<file path="config.mk">
export PLATFORM = sky130hd
export DESIGN_NAME = alarm_clock_controller_flat
export DESIGN_NICKNAME = d
export VERILOG_FILES = /design/src/rtl/alarm_clock_controller_if.sv /design/src/rtl/alarm_clock_controller.sv /design/src/flat_wrapper.sv
export SDC_FILE = /design/constraint.sdc
export NUM_CORES = 1
export LEC_CHECK = 0
export BUFFER_PORTS_ARGS = -buffer_cell sky130_fd_sc_hd__buf_2
export CAP_MARGIN = 25
export CORE_ASPECT_RATIO = 1.25
export CORE_MARGIN = 3
export CORE_UTILIZATION = 35
export CTS_BUF_LIST = sky130_fd_sc_hd__clkbuf_8
export DETAILED_ROUTE_END_ITERATION = 12
export GPL_ROUTABILITY_DRIVEN = 0
export GPL_TIMING_DRIVEN = 0
export PLACE_DENSITY = 0.47
export SYNTH_ARGS = -nofsm -noshare
export SYNTH_HDL_FRONTEND = slang
export SYNTH_SLANG_ARGS = --single-unit
</file>
<file path="constraint.sdc">
create_clock -name clock -period 8.1 [get_ports clock]
set_input_delay 1.215 -clock clock [delete_from_list [all_inputs] [get_ports clock]]
set_output_delay 1.215 -clock clock [all_outputs]
set_load 0.005 [all_outputs]
</file>
<file path="src/rtl/alarm_clock_controller_if.sv">
// ---------------------------------------------------------------------------
// alarm_clock_controller_if
// Groups the pulse/level inputs and the display/status outputs of the
// alarm clock controller. The clock and reset stay plain ports on the
// controller.
//   master : drives en_1hz, btn_*, alarm_en; observes disp_*, sel, status
//   slave  : the controller side (inputs and outputs reversed)
// ---------------------------------------------------------------------------
interface alarm_clock_controller_if;
  logic       en_1hz;
  logic       btn_center;
  logic       btn_up;
  logic       btn_down;
  logic       btn_left;
  logic       btn_right;
  logic       alarm_en;
  logic [4:0] disp_hours;
  logic [5:0] disp_minutes;
  logic [5:0] disp_seconds;
  logic       adjust_mode;
  logic [1:0] sel;
  logic       alarm_active;

  modport master (
    output en_1hz, btn_center, btn_up, btn_down, btn_left, btn_right, alarm_en,
    input  disp_hours, disp_minutes, disp_seconds, adjust_mode, sel, alarm_active
  );

  modport slave (
    input  en_1hz, btn_center, btn_up, btn_down, btn_left, btn_right, alarm_en,
    output disp_hours, disp_minutes, disp_seconds, adjust_mode, sel, alarm_active
  );
endinterface

</file>
<file path="src/rtl/alarm_clock_controller.sv">
// ---------------------------------------------------------------------------
// alarm_clock_controller
// Mode / time-keeping FSM for an alarm clock (states CLOCK, ADJUST, ALARM).
// Ports:
//   clock : system clock (single domain)
//   rst   : synchronous, active-high reset
//   bus   : alarm_clock_controller_if.slave
//           in : en_1hz (1 Hz pulse), btn_* (one-cycle button pulses),
//                alarm_en (level, arms the alarm)
//           out: disp_hours/minutes/seconds, adjust_mode, sel, alarm_active
// All outputs are registered: an input event in cycle N shows in cycle N+1.
// ---------------------------------------------------------------------------
module alarm_clock_controller #(
  parameter int unsigned ALARM_SECONDS = 60
) (
  input logic                     clock,
  input logic                     rst,
  alarm_clock_controller_if.slave bus
);

  localparam logic [7:0] ALARM_LIMIT = 8'(ALARM_SECONDS);

  typedef enum logic [1:0] {
    ST_CLOCK  = 2'd0,
    ST_ADJUST = 2'd1,
    ST_ALARM  = 2'd2
  } state_e;

  // Field helpers: wrap without carrying into neighbouring fields.
  function automatic logic [4:0] hr_inc(input logic [4:0] h);
    return (h >= 5'd23) ? 5'd0 : h + 5'd1;
  endfunction

  function automatic logic [4:0] hr_dec(input logic [4:0] h);
    return (h == 5'd0 || h > 5'd23) ? 5'd23 : h - 5'd1;
  endfunction

  function automatic logic [5:0] min_inc(input logic [5:0] m);
    return (m >= 6'd59) ? 6'd0 : m + 6'd1;
  endfunction

  function automatic logic [5:0] min_dec(input logic [5:0] m);
    return (m == 6'd0 || m > 6'd59) ? 6'd59 : m - 6'd1;
  endfunction

  state_e     state_q, state_d;
  logic [5:0] sec_q, sec_d;
  logic [5:0] min_q, min_d;
  logic [4:0] hr_q, hr_d;
  logic [5:0] al_min_q, al_min_d;
  logic [4:0] al_hr_q, al_hr_d;
  logic [1:0] sel_q, sel_d;
  logic [7:0] timer_q, timer_d;

  logic [4:0] disp_hours_q, disp_hours_d;
  logic [5:0] disp_minutes_q, disp_minutes_d;
  logic [5:0] disp_seconds_q, disp_seconds_d;
  logic       adjust_mode_q, adjust_mode_d;
  logic       alarm_active_q, alarm_active_d;

  // Time after one 1 Hz tick, with seconds->minutes->hours carry.
  logic [5:0] tk_sec;
  logic [5:0] tk_min;
  logic [4:0] tk_hr;
  logic       trigger;
  logic       any_btn;
  logic [7:0] timer_inc;

  // State register and all output flops.
  always_ff @(posedge clock) begin
    if (rst) begin
      state_q        <= ST_CLOCK;
      sec_q          <= 6'd0;
      min_q          <= 6'd0;
      hr_q           <= 5'd0;
      al_min_q       <= 6'd0;
      al_hr_q        <= 5'd0;
      sel_q          <= 2'd0;
      timer_q        <= 8'd0;
      disp_hours_q   <= 5'd0;
      disp_minutes_q <= 6'd0;
      disp_seconds_q <= 6'd0;
      adjust_mode_q  <= 1'b0;
      alarm_active_q <= 1'b0;
    end else begin
      state_q        <= state_d;
      sec_q          <= sec_d;
      min_q          <= min_d;
      hr_q           <= hr_d;
      al_min_q       <= al_min_d;
      al_hr_q        <= al_hr_d;
      sel_q          <= sel_d;
      timer_q        <= timer_d;
      disp_hours_q   <= disp_hours_d;
      disp_minutes_q <= disp_minutes_d;
      disp_seconds_q <= disp_seconds_d;
      adjust_mode_q  <= adjust_mode_d;
      alarm_active_q <= alarm_active_d;
    end
  end

  // Ticked time, alarm match and helper terms.
  always_comb begin
    tk_sec = sec_q;
    tk_min = min_q;
    tk_hr  = hr_q;
    if (sec_q >= 6'd59) begin
      tk_sec = 6'd0;
      if (min_q >= 6'd59) begin
        tk_min = 6'd0;
        tk_hr  = hr_inc(hr_q);
      end else begin
        tk_min = min_q + 6'd1;
      end
    end else begin
      tk_sec = sec_q + 6'd1;
    end
    // The alarm fires only on the tick that lands exactly on hh:mm:00.
    trigger   = bus.alarm_en & bus.en_1hz & (tk_sec == 6'd0) &
                (tk_min == al_min_q) & (tk_hr == al_hr_q);
    any_btn   = bus.btn_center | bus.btn_up | bus.btn_down |
                bus.btn_left | bus.btn_right;
    timer_inc = timer_q + 8'd1;
  end

  // Next-state logic; button priority center > left > right > up > down.
  always_comb begin
    state_d  = state_q;
    sec_d    = sec_q;
    min_d    = min_q;
    hr_d     = hr_q;
    al_min_d = al_min_q;
    al_hr_d  = al_hr_q;
    sel_d    = sel_q;
    timer_d  = timer_q;
    case (state_q)
      ST_CLOCK: begin
        if (bus.en_1hz) begin
          sec_d = tk_sec;
          min_d = tk_min;
          hr_d  = tk_hr;
        end else begin
          sec_d = sec_q;
        end
        // Center beats a coincident trigger; the tick above is kept for
        // minutes/hours but seconds restart at zero.
        if (bus.btn_center) begin
          state_d = ST_ADJUST;
          sel_d   = 2'd0;
          sec_d   = 6'd0;
        end else if (trigger) begin
          state_d = ST_ALARM;
          timer_d = 8'd0;
        end else begin
          state_d = ST_CLOCK;
        end
      end
      ST_ADJUST: begin
        // Time is frozen here: en_1hz is ignored.
        if (bus.btn_center) begin
          state_d = ST_CLOCK;
          sec_d   = 6'd0;
        end else if (bus.btn_left) begin
          sel_d = sel_q - 2'd1;
        end else if (bus.btn_right) begin
          sel_d = sel_q + 2'd1;
        end else if (bus.btn_up) begin
          case (sel_q)
            2'd0:    hr_d     = hr_inc(hr_q);
            2'd1:    min_d    = min_inc(min_q);
            2'd2:    al_hr_d  = hr_inc(al_hr_q);
            2'd3:    al_min_d = min_inc(al_min_q);
            default: sel_d    = 2'd0;
          endcase
        end else if (bus.btn_down) begin
          case (sel_q)
            2'd0:    hr_d     = hr_dec(hr_q);
            2'd1:    min_d    = min_dec(min_q);
            2'd2:    al_hr_d  = hr_dec(al_hr_q);
            2'd3:    al_min_d = min_dec(al_min_q);
            default: sel_d    = 2'd0;
          endcase
        end else begin
          state_d = ST_ADJUST;
        end
      end
      ST_ALARM: begin
        if (bus.en_1hz) begin
          sec_d = tk_sec;
          min_d = tk_min;
          hr_d  = tk_hr;
        end else begin
          sec_d = sec_q;
        end
        // Any button or disarming dismisses; otherwise time out on ticks.
        if (any_btn || !bus.alarm_en) begin
          state_d = ST_CLOCK;
          timer_d = 8'd0;
        end else if (bus.en_1hz) begin
          if (timer_inc >= ALARM_LIMIT) begin
            state_d = ST_CLOCK;
            timer_d = 8'd0;
          end else begin
            timer_d = timer_inc;
          end
        end else begin
          state_d = ST_ALARM;
        end
      end
      default: begin
        state_d = ST_CLOCK;
        timer_d = 8'd0;
      end
    endcase
  end

  // Output logic, computed from next state so the registered outputs
  // track the state one cycle after the causing input.
  always_comb begin
    adjust_mode_d  = (state_d == ST_ADJUST);
    alarm_active_d = (state_d == ST_ALARM);
    disp_seconds_d = sec_d;
    if (state_d == ST_ADJUST && sel_d[1]) begin
      disp_hours_d   = al_hr_d;
      disp_minutes_d = al_min_d;
    end else begin
      disp_hours_d   = hr_d;
      disp_minutes_d = min_d;
    end
  end

  assign bus.disp_hours   = disp_hours_q;
  assign bus.disp_minutes = disp_minutes_q;
  assign bus.disp_seconds = disp_seconds_q;
  assign bus.adjust_mode  = adjust_mode_q;
  assign bus.sel          = sel_q;
  assign bus.alarm_active = alarm_active_q;

endmodule

</file>
<file path="src/flat_wrapper.sv">
// flat-port wrapper written by rule: the top's interface ports become plain ports
module alarm_clock_controller_flat 
#(
  parameter int unsigned ALARM_SECONDS = 60
)
  (clock, rst, bus_en_1hz, bus_btn_center, bus_btn_up, bus_btn_down, bus_btn_left, bus_btn_right, bus_alarm_en, bus_disp_hours, bus_disp_minutes, bus_disp_seconds, bus_adjust_mode, bus_sel, bus_alarm_active);
  alarm_clock_controller_if bus_i ();
  input logic clock;
  input logic rst;
  input wire logic [$bits(bus_i.en_1hz)-1:0] bus_en_1hz;
  input wire logic [$bits(bus_i.btn_center)-1:0] bus_btn_center;
  input wire logic [$bits(bus_i.btn_up)-1:0] bus_btn_up;
  input wire logic [$bits(bus_i.btn_down)-1:0] bus_btn_down;
  input wire logic [$bits(bus_i.btn_left)-1:0] bus_btn_left;
  input wire logic [$bits(bus_i.btn_right)-1:0] bus_btn_right;
  input wire logic [$bits(bus_i.alarm_en)-1:0] bus_alarm_en;
  output wire logic [$bits(bus_i.disp_hours)-1:0] bus_disp_hours;
  output wire logic [$bits(bus_i.disp_minutes)-1:0] bus_disp_minutes;
  output wire logic [$bits(bus_i.disp_seconds)-1:0] bus_disp_seconds;
  output wire logic [$bits(bus_i.adjust_mode)-1:0] bus_adjust_mode;
  output wire logic [$bits(bus_i.sel)-1:0] bus_sel;
  output wire logic [$bits(bus_i.alarm_active)-1:0] bus_alarm_active;
  assign bus_i.en_1hz = bus_en_1hz;
  assign bus_i.btn_center = bus_btn_center;
  assign bus_i.btn_up = bus_btn_up;
  assign bus_i.btn_down = bus_btn_down;
  assign bus_i.btn_left = bus_btn_left;
  assign bus_i.btn_right = bus_btn_right;
  assign bus_i.alarm_en = bus_alarm_en;
  assign bus_disp_hours = bus_i.disp_hours;
  assign bus_disp_minutes = bus_i.disp_minutes;
  assign bus_disp_seconds = bus_i.disp_seconds;
  assign bus_adjust_mode = bus_i.adjust_mode;
  assign bus_sel = bus_i.sel;
  assign bus_alarm_active = bus_i.alarm_active;
  alarm_clock_controller #(.ALARM_SECONDS(ALARM_SECONDS)) u_core (.clock(clock), .rst(rst), .bus(bus_i));
endmodule
</file>
Word level (Yosys, flattened, before mapping)
Index checks and enable logic that the tools add are counted.
{ "totals": {"register_bits": 53, "input_bits": 9, "out_inout_bits": 21} }
{ "classes": {"add_sub_neg": 12, "order_cmp": 10, "eq_ne": 16, "muxes": 74, "n_bitwise": 9, "reduce_logical": 20} }
{ "op_table": {"columns": ["operator", "n"], "rows": [
  ["$mux W6", 26],
  ["$mux W5", 23],
  ["$mux W8", 5],
  ["$mux W2", 14],
  ["$pmux W8 S3", 1],
  ["$add A6 B1 Y6 const B", 3],
  ["$ge A6 B6 Y1 const B", 3],
  ["$logic_not A6 Y1", 3],
  ["$pmux W6 S3", 1],
  ["$gt A6 B6 Y1 const B", 2],
  ["$pmux W6 S2", 1],
  ["$sub A6 B1 Y6 const B", 2],
  ["$add A5 B1 Y5 const B", 2],
  ["$ge A5 B5 Y1 const B", 2],
  ["$gt A5 B5 Y1 const B", 2],
  ["$logic_not A5 Y1", 2],
  ["$pmux W5 S2", 1],
  ["$sub A5 B1 Y5 const B", 2],
  ["$add A8 B1 Y8 const B", 1],
  ["$eq A2 B2 Y1 const B", 4],
  ["$ge A8 B6 Y1 const B", 1],
  ["$ne A2 B2 Y1 const B", 4],
  ["$reduce_and A4 Y1", 2],
  ["$eq A2 B1 Y1 const B", 3],
  ["20 further kinds", 31]
]} }

Longest topological paths before layout
Gate-level depths: netlist of the first run.
{ "logic_depth": {"ltp_word": 12, "mapped_depth": 12} }

Least setup slack after synthesis of the first run
OpenSTA, ideal clock, no wires.
{ "synth_path": {"path_type": "input to register", "from": "input bus_btn_down", "to": "register u_core.disp_hours_q[1], in the netlist u_core.bus.disp_hours[1]", "setup_time_ns": 0.123, "t_arrival_ns": 3.584, "t_required_ns": 7.977, "slack_ns": 4.392, "cell_stages": 11, "path_cell_list": "clkbuf_1 or2_1 nor3_2 nand3_1 or4_1 clkbuf_1 o221a_2 nor3_1 nand3_1 buf_2 mux2_1"} }
{ "synth_via": {"elab_chain_len": 9, "elab_cells_between_ends": 26, "cone_classes": "eq/ne: 1; mux: 20; bitwise: 3; reduce/logical: 2"} }
{ "synth_rtl": {"columns": ["element", "line", "source"], "rows": [
  ["from (decl)", "flat_wrapper.sv:13", "input wire logic [$bits(bus_i.btn_down)-1:0] bus_btn_down;"],
  ["$mux W2 or $or A1 B1 Y1 (tied branches)", "alarm_clock_controller.sv:175, alarm_clock_controller.sv:121", null],
  ["$mux W2 or $or A1 B1 Y1 (tied branches)", "alarm_clock_controller.sv:167, alarm_clock_controller.sv:121", null],
  ["$mux W2 or $or A1 B1 Y1 (tied branches)", "alarm_clock_controller.sv:165, alarm_clock_controller.sv:122", null],
  ["$mux W2 or $logic_or A1 B1 Y1 (tied branches)", "alarm_clock_controller.sv:163, alarm_clock_controller.sv:196", null],
  ["$mux W2, on equally long branches", "alarm_clock_controller.sv:160, alarm_clock_controller.sv:196", null],
  ["$pmux W2 S3", "alarm_clock_controller.sv:136", "case (state_q)"],
  ["$eq A2 B1 Y1", "alarm_clock_controller.sv:223", "if (state_d == ST_ADJUST && sel_d[1]) begin"],
  ["$logic_and A1 B1 Y1", "alarm_clock_controller.sv:223", null],
  ["$mux W5 *", "alarm_clock_controller.sv:223", null],
  ["to (signal assigned)", "alarm_clock_controller.sv:94", "disp_hours_q <= disp_hours_d;"],
  ["to (decl)", "alarm_clock_controller.sv:55", "logic [4:0] disp_hours_q, disp_hours_d;"]
]} }
Every way passes the cells marked *; elsewhere a longest branch is shown, timed or not.
A chain may end at the register's enable or synchronous reset.

Worst setup path after layout of the first run
{ "layout_path": {"from": "input bus_btn_down", "to": "register u_core.disp_minutes_q[0], in the netlist u_core.bus.disp_minutes[0]"} }
{ "layout_via": {"elab_chain_len": 9, "elab_cells_between_ends": 26, "cone_classes": "eq/ne: 1; mux: 20; bitwise: 3; reduce/logical: 2"} }
{ "layout_rtl": {"columns": ["element", "line", "source"], "rows": [
  ["$mux W2 or $or A1 B1 Y1 (tied branches)", "alarm_clock_controller.sv:175, alarm_clock_controller.sv:121", null],
  ["$mux W2 or $or A1 B1 Y1 (tied branches)", "alarm_clock_controller.sv:167, alarm_clock_controller.sv:121", null],
  ["$mux W2 or $or A1 B1 Y1 (tied branches)", "alarm_clock_controller.sv:165, alarm_clock_controller.sv:122", null],
  ["$mux W2 or $logic_or A1 B1 Y1 (tied branches)", "alarm_clock_controller.sv:163, alarm_clock_controller.sv:196", null],
  ["$mux W2, on equally long branches", "alarm_clock_controller.sv:160, alarm_clock_controller.sv:196", null],
  ["$pmux W2 S3", "alarm_clock_controller.sv:136", null],
  ["$eq A2 B1 Y1", "alarm_clock_controller.sv:223", null],
  ["$logic_and A1 B1 Y1", "alarm_clock_controller.sv:223", null],
  ["$mux W6 *", "alarm_clock_controller.sv:223", null],
  ["to (signal assigned)", "alarm_clock_controller.sv:95", "disp_minutes_q <= disp_minutes_d;"],
  ["to (decl)", "alarm_clock_controller.sv:56", "logic [5:0] disp_minutes_q, disp_minutes_d;"]
]} }
Marked as above.

==> flow_summary_export.csv, run 1 <==
group,metric,value,unit
status,status,"finished, final reports clean",
route,drt_wl_total,16310,um
clock_tree,numCtsBuffers,5,
sta,fin_crit_sh,50.58,%
power_and_ir_drop,p_leak,0.001870,uW
global_routing,grt_overflow,0,
finish,multiInputGateArea,3323,um2
route,dr.pass1.iters,5,
synthesis,synth_xor_area_share,1.312,%
place,numPortBuffers,25,
power_and_ir_drop,seqPwrFrac,54.3,%
floorplanning,die_w,109.4,um
place,placedCellCount,826,
sta,min_period,4097,ps
synthesis,synth_edf_count,0,
job,cap_violations,0,
clock_tree,htreeDepth,2,
critical_path,crit_type,"input pin to flop",
sta,tns,0,ps
finish,layoutNonFillerInstCount,835,
power_and_ir_drop,p_comb_share,14.9,%
finish,fillers,1404,
sta,slew_headroom,55.26,%
floorplanning,die_h,135.2,um
finish,diodes,0,
sta,drv_slew,0,
synthesis,synth_nets,665,
synthesis,synth_top_area_share,22.70,%
synthesis,synth-main-ff-cell,"dfxtp_1",
clock_tree,post-cts-setup-buffer-count,0,
min_path,min_path_cells,2,
global_routing,grt_max_degree,15,
route,wl_per_cell,19.53,um
sta,max_freq,0.2441,GHz
clock_tree,path_clk_slew,100,ps
critical_path,cp_data_required_time,8300,ps
route,drc,0,
sta,worst_pin_slew,671.0,ps
clock_tree,cts_sinks,53,
sta,hold_slack,499.7,ps
synthesis,synth-seq-cells,53,
finish,nets,698,
power_and_ir_drop,swShare,29.45,%
power_and_ir_drop,p_sw,144.2,uW
route,avgViaCountPerCell,6.054,
power_and_ir_drop,irDropWorstVdd,71.01,uV
place,dp_hpwl,12140,um
route,num_vias,5055,
finish,layout_common_cells,"55 x o21ai_0, 55 x a21oi_1, 53 x dfxtp_1, 51 x nand2_1, 39 x clkbuf_1",
synthesis,synth_mux_area_share,4.150,%
sta,final-hold-violation-count,0,
power_and_ir_drop,clkPwrFrac,30.8,%
critical_path,reg2reg_depth,11,
finish,fin_area,5096,um2
finish,drive_gt1_share,8.996,%
critical_path,reg2reg_from,"u_core.bus.disp_seconds[0]$_SDFFE_PP0P_",
critical_path,r2r_end,"u_core.bus.disp_minutes[0]$_SDFF_PP0_",
power_and_ir_drop,internal_power,345.4,uW
floorplanning,die-area,14780,um2
synthesis,syn_inst,633,
critical_path,critPathLaunchType,"input pin",
sta,fin_worst_skew,11.67,ps
floorplanning,ioPinCount,30,
critical_path,critPathMaxFanout,10,
min_path,min-delay-start,"u_core.bus.disp_seconds[1]$_SDFFE_PP0P_",
route,antenna_left,0,
sta,rsz0062_at_grt,"false",
synthesis,synth_cell_type_count,80,
route,drt_iter0_markers,350,
synthesis,ys_async_sr_fraction,0,%
clock_tree,cts_tree,"built",
place,place_area,5009,um2
global_routing,track_usage,21.97,%
floorplanning,start_util,36.25,%
synthesis,synth_compound_area_share,33.57,%
sta,setup_viol,0,
critical_path,crit_path_end_kind,"flop",
synthesis,ys_seq_area_share,22.70,%
critical_path,crit_arrival,4300,ps
synthesis,synth-simple-area-share,25.92,%
clock_tree,ctsResizeCount,0,
clock_tree,clk_latency,320,ps
clock_tree,cts-root-buf,"clkbuf_8",
finish,area_growth,9.050,%
clock_tree,ctsHoldBuffers,0,
min_path,min_path_type,"flop to flop",
floorplanning,std_cell_rows,46,
global_routing,grt_pass1_vias,4844,
min_path,worstHoldEndpoint,"u_core.bus.disp_seconds[1]$_SDFFE_PP0P_",
global_routing,grt_pass1_wl,25810,um
synthesis,syn_area,4673,um2
synthesis,synth_top_family_by_area,"compound AO/OA/AOI/OAI gates",
synthesis,syn_area_per_cell,7.383,um2
critical_path,reg2reg_slack,4180,ps
global_routing,antenna_found_initial,0,
synthesis,synth_top_area_cell,"dfxtp_1",
power_and_ir_drop,powerDensity,96.09,nW/um2
synthesis,yosys.area_share.adder,6.158,%
synthesis,ys_warn_count,0,
synthesis,synth_area_leaders,"dfxtp_1 23%, ha_1 6.2%, a21oi_1 5.9%",
clock_tree,clockBufferDepth,2,
finish,seqCellArea,1061,um2
finish,final_util,39.53,%
floorplanning,core_area,12890,um2
-- metrics by stage --
stage | total power (uW) | worst slack, ps
2_1_floorplan | 319.9 | 4392
3_3_place_gp | 343.0 | 3643
3_5_place_dp | 342.9 | 3634
4_1_cts | 497.3 | 3985
5_1_grt | 513.1 | 3795
6_report | 489.7 | 4003
-- synthesized netlist by cell type, types with 4 or more instances --
cell and instances:
a311oi_1 4, or2_2 5, or3_1 6, a31oi_1 23
nand2_1 51, nand4_1 11, a211o_1 5, a211oi_1 10
o21bai_1 4, inv_1 27, nand3_1 22, and4_1 4
o21ai_0 55, o21a_1 6, xnor2_1 5, a21oi_1 55
a21o_1 6, a21boi_0 5, mux2i_1 7, nor2_1 33
nand2b_1 14, a32oi_1 4, o211ai_1 4, nor3_1 24
and3_1 8, nor3b_1 5, o22ai_1 7, ha_1 23
nor2b_1 12, mux2_1 11, dfxtp_1 53, and2_1 5
buf_2 5, clkbuf_1 39
-- cell families (layout without fill, tap and decap cells) --
group           Yosys count  after routing
fa+ha+maj                23             23
flops                    53             53
simple gates            224            224
buf+inv                  74            108
xor+xnor                  7              7
mux                      18             18
compound gates          234            234
-- critical path, stage by stage --
cell and delay (ps):
clkbuf_1 270, or2_1 410, nor3_2 190, nand3_1 150
or4_1 530, clkbuf_1 230, o221a_2 300, nor3_1 170
nand3_1 180, buf_2 300, mux2_1 350
-- state kept, by name, indices dropped and copies added, names as in the netlist --
register,cells
u_core.bus.sel,2
u_core.hr_q,5
u_core.al_min_q,6
u_core.bus.disp_minutes,6
u_core.min_q,6
u_core.state_q,2
u_core.bus.adjust_mode,1
u_core.bus.disp_seconds,6
u_core.bus.alarm_active,1
u_core.bus.disp_hours,5
u_core.timer_q,8
u_core.al_hr_q,5
-- worst max path at each step --
stage                            start                                    end  slack (ps)  cells after the start
after floorplan           bus_btn_down    u_core.bus.disp_hours[1]$_SDFF_PP0_        4390                     11
after global placement    bus_btn_down  u_core.bus.disp_minutes[0]$_SDFF_PP0_        3640                     11
after detailed placement  bus_btn_down  u_core.bus.disp_minutes[1]$_SDFF_PP0_        3630                     11
after CTS                 bus_btn_down  u_core.bus.disp_minutes[1]$_SDFF_PP0_        3980                     11
after global routing      bus_btn_down  u_core.bus.disp_minutes[5]$_SDFF_PP0_        3790                     11
final                     bus_btn_down  u_core.bus.disp_minutes[0]$_SDFF_PP0_        4000                     11
-- per-layer routing --
layer	track usage (%)	up-vias	routed length (um)
met1	27.68	2403	6660
li1	-	2436	-
met3	3.243	36	986
met4	8.385	0	476
met2	37.44	180	8183
met5	0	-	0
-- area by class of cell --
type / count / share of cell area, %
flip-flops and latches: 53 / 20.82
plain buffers: 47 / 3.683
multi-input cells: 506 / 65.21
repair buffers: 26 / 2.602
well taps: 168 / 4.125
inverters: 27 / 1.989
clock buffers: 5 / 1.350
clock inverters: 3 / 0.2210
-- power by group through the flow --
stage                     clock (uW)  combinational [uW]  sequential (uW)
after detailed placement           0                71.0              272
after global routing             167                79.6              266
final                            151                72.8              266
after CTS                        160                71.4              266
after global placement             0                71.2              272
after floorplan                    0                48.4              271
Power figures use the tool's default switching activity.
==> run 2: changes to the inputs <==
--- a/config.mk
+++ b/config.mk
@@ -14,7 +14,7 @@
 export DETAILED_ROUTE_END_ITERATION = 12
 export GPL_ROUTABILITY_DRIVEN = 0
 export GPL_TIMING_DRIVEN = 0
-export PLACE_DENSITY = 0.47
+export PLACE_DENSITY = 0.49
 export SYNTH_ARGS = -nofsm -noshare
 export SYNTH_HDL_FRONTEND = slang
 export SYNTH_SLANG_ARGS = --single-unit
==> constraint.sdc (replaced) <==
create_clock -name clock -period 3.4 [get_ports clock]
set_input_delay 0.51 -clock clock [delete_from_list [all_inputs] [get_ports clock]]
set_output_delay 0.51 -clock clock [all_outputs]
set_load 0.005 [all_outputs]
==> run 2 against run 1 <==
Net effect:
- power rose to 2.6 times the previous value
- first-iteration DRC count down 1.7%
- clock power rose to 3.1 times the previous value
- global-route usage decreased by 0.11 points
- clock skew is essentially flat
- sequential power rose by 140%
- non-clock buffer count up 7
- routed wire length down 0.52%
- count of clock-buffer cells in the layout up 1
- combinational power rose by 140%
- largest power group unchanged
- highest routed layer unchanged
==> flow_summary_export.csv, run 2 (synthesis results as in run 1) <==
group,metric,value,unit
floorplanning,start_util,36.25,%
sta,worst_pin_slew,707.9,ps
power_and_ir_drop,seqPwrFrac,49.3,%
critical_path,slowest_delay,520,ps
global_routing,grt_pass1_wl,25710,um
min_path,min_path_type,"flop to flop",
route,drt_wl_total,16220,um
finish,nets,705,
route,drt_iter0_markers,344,
critical_path,crit_family,"simple AND/OR/NAND/NOR gates",
critical_path,reg2reg_from,"u_core.bus.disp_seconds[0]$_SDFFE_PP0P_",
clock_tree,ctsHoldBuffers,0,
route,dr.pass1.iters,7,
sta,slew_headroom,52.81,%
finish,layout_common_cells,"55 x o21ai_0, 55 x a21oi_1, 52 x dfxtp_1, 51 x nand2_1, 39 x clkbuf_1",
route,wl_per_cell,19.27,um
floorplanning,die_h,135.2,um
critical_path,crit_chain,"ha_1 -> buf_2 -> o2111ai_4 -> nor3_4 -> buf_4 -> and4_1 -> or3_4 -> a2111oi_4 -> buf_4 -> a21boi_2 -> or4_1 -> a21oi_1",
finish,top_register,"u_core.timer_q",
sta,rsz0062_at_grt,"false",
critical_path,cp_slowest_cell,"or4_1",
clock_tree,htreeDepth,2,
clock_tree,clockBufferDepth,2,
critical_path,crit_type,"flop to flop",
finish,fillers,1420,
power_and_ir_drop,p_sw,359.5,uW
floorplanning,core_area,12890,um2
global_routing,grt_overflow,0,
floorplanning,ioPinCount,30,
place,dp_hpwl,12020,um
route,avgViaCountPerCell,6.107,
critical_path,cp_num_buf_inv,3,
finish,fin_area,5234,um2
sta,fin_worst_skew,11.77,ps
sta,drv_slew,0,
power_and_ir_drop,powerDensity,245.4,nW/um2
sta,layout_setup_ws,117.4,ps
route,num_vias,5142,
finish,area_growth,11.99,%
critical_path,cp-startpoint,"u_core.bus.disp_seconds[0]$_SDFFE_PP0P_",
global_routing,antenna_found_initial,0,
critical_path,cpMostUsedCell,"buf_4",
place,numPortBuffers,25,
power_and_ir_drop,p_leak,0.001919,uW
power_and_ir_drop,swShare,27.99,%
sta,max_freq,0.3046,GHz
route,drc,0,
floorplanning,die_w,109.4,um
place,placedCellCount,826,
power_and_ir_drop,p_comb_share,13.8,%
status,status,"finished, final reports clean",
global_routing,grt_max_degree,16,
finish,drive_gt1_share,11.28,%
clock_tree,path_clk_slew,110,ps
sta,fin_crit_sh,96.55,%
place,dp_worst_setup_slack,-522.6,ps
place,place_area,5009,um2
critical_path,crit_path_end_kind,"flop",
clock_tree,clk_latency,330,ps
floorplanning,std_cell_rows,46,
clock_tree,numCtsBuffers,5,
route,antenna_left,0,
floorplanning,die-area,14780,um2
global_routing,track_usage,21.87,%
finish,diodes,0,
global_routing,grt_pass1_vias,4880,
power_and_ir_drop,clkPwrFrac,36.8,%
clock_tree,cts_sinks,53,
sta,min_period,3283,ps
clock_tree,cts-root-buf,"clkbuf_8",
critical_path,crit_arrival,3540,ps
critical_path,critPathLaunchType,"flop",
critical_path,critPathMaxFanout,8,
min_path,min-delay-start,"u_core.bus.disp_seconds[1]$_SDFFE_PP0P_",
clock_tree,cts_tree,"built",
sta,final-hold-violation-count,0,
finish,largest_register_ffs,8,
power_and_ir_drop,irDropWorstVdd,153.6,uV
critical_path,cp_data_required_time,3660,ps
power_and_ir_drop,internal_power,925.0,uW
finish,layoutNonFillerInstCount,842,
sta,setup_viol,0,
sta,hold_slack,492.3,ps
job,cap_violations,0,
[run 2: cell types whose count changed in the layout (fill, tap and decap cells not counted), sizes merged]
cell	previous run	this run
buf	32	39
inv	30	28
bufinv	0	1
clkbuf	46	47
[run 2: worst reg2reg max path: stages, from the launching register on]
cell	delay [ps]
dfxtp_2	360
ha_1	190
buf_2	170
o2111ai_4	280
nor3_4	50
buf_4	180
and4_1	250
or3_4	350
a2111oi_4	440
buf_4	200
a21boi_2	100
or4_1	520
a21oi_1	130
[run 2: power by group through the flow]
stage	combinational [uW]	clock [uW]	sequential, uW
after floorplan	115	0	647
after global placement	169	0	648
after detailed placement	170	0	648
after CTS	173	488	633
after global routing	194	514	635
final	178	473	633
[run 2: layout make-up]
class | count | area, um2 | area share [%]
plain buffers | 47 | 196.4 | 3.753
clock buffers | 6 | 82.58 | 1.578
clock inverters | 2 | 33.78 | 0.6455
inverters | 27 | 101.3 | 1.936
multi-input cells | 506 | 3362 | 64.24
flip-flops and latches | 53 | 1062 | 20.30
well taps | 168 | 210.2 | 4.016
repair buffers | 33 | 185.2 | 3.538
[run 2: worst paths after layout]
path / to / slack (ps) / cells past startpoint
max: u_core.timer_q[0]$_SDFFE_PP0P_ / 120 / 12
min: u_core.bus.disp_seconds[1]$_SDFFE_PP0P_ / 490 / 2
max reg2reg: u_core.timer_q[0]$_SDFFE_PP0P_ / 120 / 12
min reg2reg: u_core.bus.disp_seconds[1]$_SDFFE_PP0P_ / 490 / 2
[run 2: routing by layer]
layer  global-route usage (%)  wire length, um
met3                    2.575              818
met4                    9.148              659
met1                    27.24             6695
met2                    37.68             8049
met5                        0                0
[run 2: what timing repair did]
action,4_1_cts,5_1_grt
setup endpoints to repair,13,11
resized for setup,7,7
pin swaps,4,1
gates cloned,0,0
buffers inserted,7,0
[run 2: per-stage QoR]
| step | util, % | total power, uW | setup TNS [ps] |
|---|---|---|---|
| after floorplan | - | 762.0 | 0 |
| after global placement | 38.85 | 816.1 | -5190 |
| after detailed placement | 38.85 | 817.5 | -5362 |
| after CTS | 40.35 | 1295 | 0 |
| after global routing | 40.60 | 1342 | 0 |
| final | 40.60 | 1284 | 0 |
==> run 3: changes to the inputs <==
--- a/config.mk
+++ b/config.mk
@@ -6,7 +6,6 @@
 export NUM_CORES = 1
 export LEC_CHECK = 0
 export BUFFER_PORTS_ARGS = -buffer_cell sky130_fd_sc_hd__buf_2
-export CAP_MARGIN = 25
 export CORE_ASPECT_RATIO = 1.25
 export CORE_MARGIN = 3
 export CORE_UTILIZATION = 35
==> constraint.sdc (replaced) <==
create_clock -name clock -period 3.4 [get_ports clock]
set_input_delay 0.34 -clock clock [delete_from_list [all_inputs] [get_ports clock]]
set_output_delay 0.34 -clock clock [all_outputs]
set_load 0.005 [all_outputs]
==> run 3 against run 2 <==
Net effect:
- sequential cell count stayed put
- routed wire length is 0.49% lower
- sequential share of layout area hardly changed
- non-clock buffer count is 1 lower
- first-iteration DRC count is 7.8% lower
- clock power hardly changed
- fmax is 0.58% higher
- die area stayed put
==> flow_summary_export.csv, run 3 (synthesis results as in run 1) <==
group,metric,value,unit
sta,final-hold-violation-count,0,
clock_tree,cts_sinks,53,
power_and_ir_drop,irDropWorstVdd,154.1,uV
critical_path,critPathMaxFanout,8,
finish,seqCellArea,1062,um2
place,placedCellCount,826,
floorplanning,die_h,135.2,um
finish,diodes,0,
finish,final_util,40.52,%
global_routing,grt_pass1_wl,25710,um
floorplanning,core_area,12890,um2
clock_tree,clockBufferDepth,2,
clock_tree,htreeDepth,2,
sta,drv_slew,0,
finish,nets,704,
global_routing,antenna_found_initial,0,
sta,worst_pin_slew,1175,ps
critical_path,crit_arrival,3530,ps
finish,layoutNonFillerInstCount,841,
finish,fillers,1421,
floorplanning,start_util,36.25,%
route,avgViaCountPerCell,6.086,
min_path,min_path_type,"flop to flop",
floorplanning,std_cell_rows,46,
clock_tree,clk_latency,330,ps
sta,tns,0,ps
route,antenna_left,0,
critical_path,crit_path_end_kind,"flop",
finish,layout_common_cells,"55 x o21ai_0, 55 x a21oi_1, 52 x dfxtp_1, 51 x nand2_1, 39 x clkbuf_1",
finish,multiInputGateArea,3359,um2
route,drt_iter0_markers,317,
critical_path,crit_type,"flop to flop",
route,drt_wl_total,16140,um
clock_tree,cts_tree,"built",
finish,area_growth,11.78,%
status,status,"finished, final reports clean",
power_and_ir_drop,powerDensity,245.8,nW/um2
finish,largest_register_ffs,8,
floorplanning,die-area,14780,um2
job,cap_violations,0,
sta,rsz0062_at_grt,"false",
clock_tree,cts-root-buf,"clkbuf_8",
critical_path,critPathLaunchType,"flop",
route,num_vias,5118,
global_routing,track_usage,21.87,%
route,wl_per_cell,19.20,um
global_routing,grt_overflow,0,
finish,drive_gt1_share,11.00,%
sta,fin_crit_sh,95.99,%
sta,slew_headroom,21.06,%
route,drc,0,
power_and_ir_drop,finalPower,1284,uW
clock_tree,path_clk_slew,110,ps
sta,max_freq,0.3064,GHz
place,numPortBuffers,25,
place,dp_hpwl,12020,um
global_routing,grt_pass1_vias,4880,
finish,top_register,"u_core.timer_q",
critical_path,cp_data_required_time,3670,ps
power_and_ir_drop,p_leak,0.001912,uW
sta,setup_viol,0,
global_routing,grt_max_degree,16,
clock_tree,numCtsBuffers,5,
sta,min_period,3264,ps
floorplanning,ioPinCount,30,
floorplanning,die_w,109.4,um
sta,fin_worst_skew,12.15,ps
route,dr.pass1.iters,8,
==> run 3: area by class of cell <==
| cell class | instances | area share, % |
|---|---|---|
| Multi-Input combinational cell | 506 | 64.31 |
| Sequential cell | 53 | 20.34 |
| Tap cell | 168 | 4.024 |
| Buffer | 47 | 3.760 |
| Timing Repair Buffer | 32 | 3.401 |
| Inverter | 27 | 1.940 |
| Clock buffer | 6 | 1.581 |
| Clock inverter | 2 | 0.6467 |
==> run 3: worst paths after layout <==
check | endpoint | start | depth (start not counted) | slack, ps
max reg2reg | u_core.timer_q[0]$_SDFFE_PP0P_ | u_core.bus.disp_seconds[0]$_SDFFE_PP0P_ | 12 | 140
min reg2reg | u_core.bus.disp_seconds[1]$_SDFFE_PP0P_ | u_core.bus.disp_seconds[1]$_SDFFE_PP0P_ | 2 | 490
min | u_core.bus.disp_seconds[1]$_SDFFE_PP0P_ | u_core.bus.disp_seconds[1]$_SDFFE_PP0P_ | 2 | 490
max | u_core.timer_q[0]$_SDFFE_PP0P_ | u_core.bus.disp_seconds[0]$_SDFFE_PP0P_ | 12 | 140
==> run 3: power by group <==
part | internal (uW) | leakage [uW] | switching (uW)
Sequential | 627 | 0.000428 | 6.06
Clock | 238 | 0.0000626 | 236
Combinational | 58.7 | 0.00142 | 118
==> run 3: what timing repair did <==
action,CTS,global route
setup endpoints to repair,13,11
buffers inserted,7,0
gates resized for setup,7,6
pin swaps,4,1
hold buffers,0,0
==> run 3: routing by layer <==
metal  vias to the layer above  share of wire [%]  global-route usage, %
met5                         -                  0                      0
met4                         0                4.1                  9.148
met3                        54                5.6                  2.575
met2                       219                 50                  37.68
met1                      2392                 40                  27.24
li1                       2453                  -                      -
==> run 3: per-stage QoR <==
step	cell area, um2	setup WS [ps]	hold slack (ps)
after floorplan	4673	357.4	466.4
after global placement	5009	-499.8	485.7
after detailed placement	5009	-522.6	480.2
after CTS	5202	30.59	495.4
after global routing	5224	6.123	522.2
final	5224	136.4	491.9
==> run 3: worst max-delay path: stages (launching register included) <==
cell       delay (ps)
dfxtp_2           360
ha_1              190
buf_2             170
o2111ai_4         280
nor3_4             50
buf_4             180
and4_1            240
or3_4             350
a2111oi_4         440
buf_4             200
a21boi_2          100
or4_1             520
a21oi_1           130
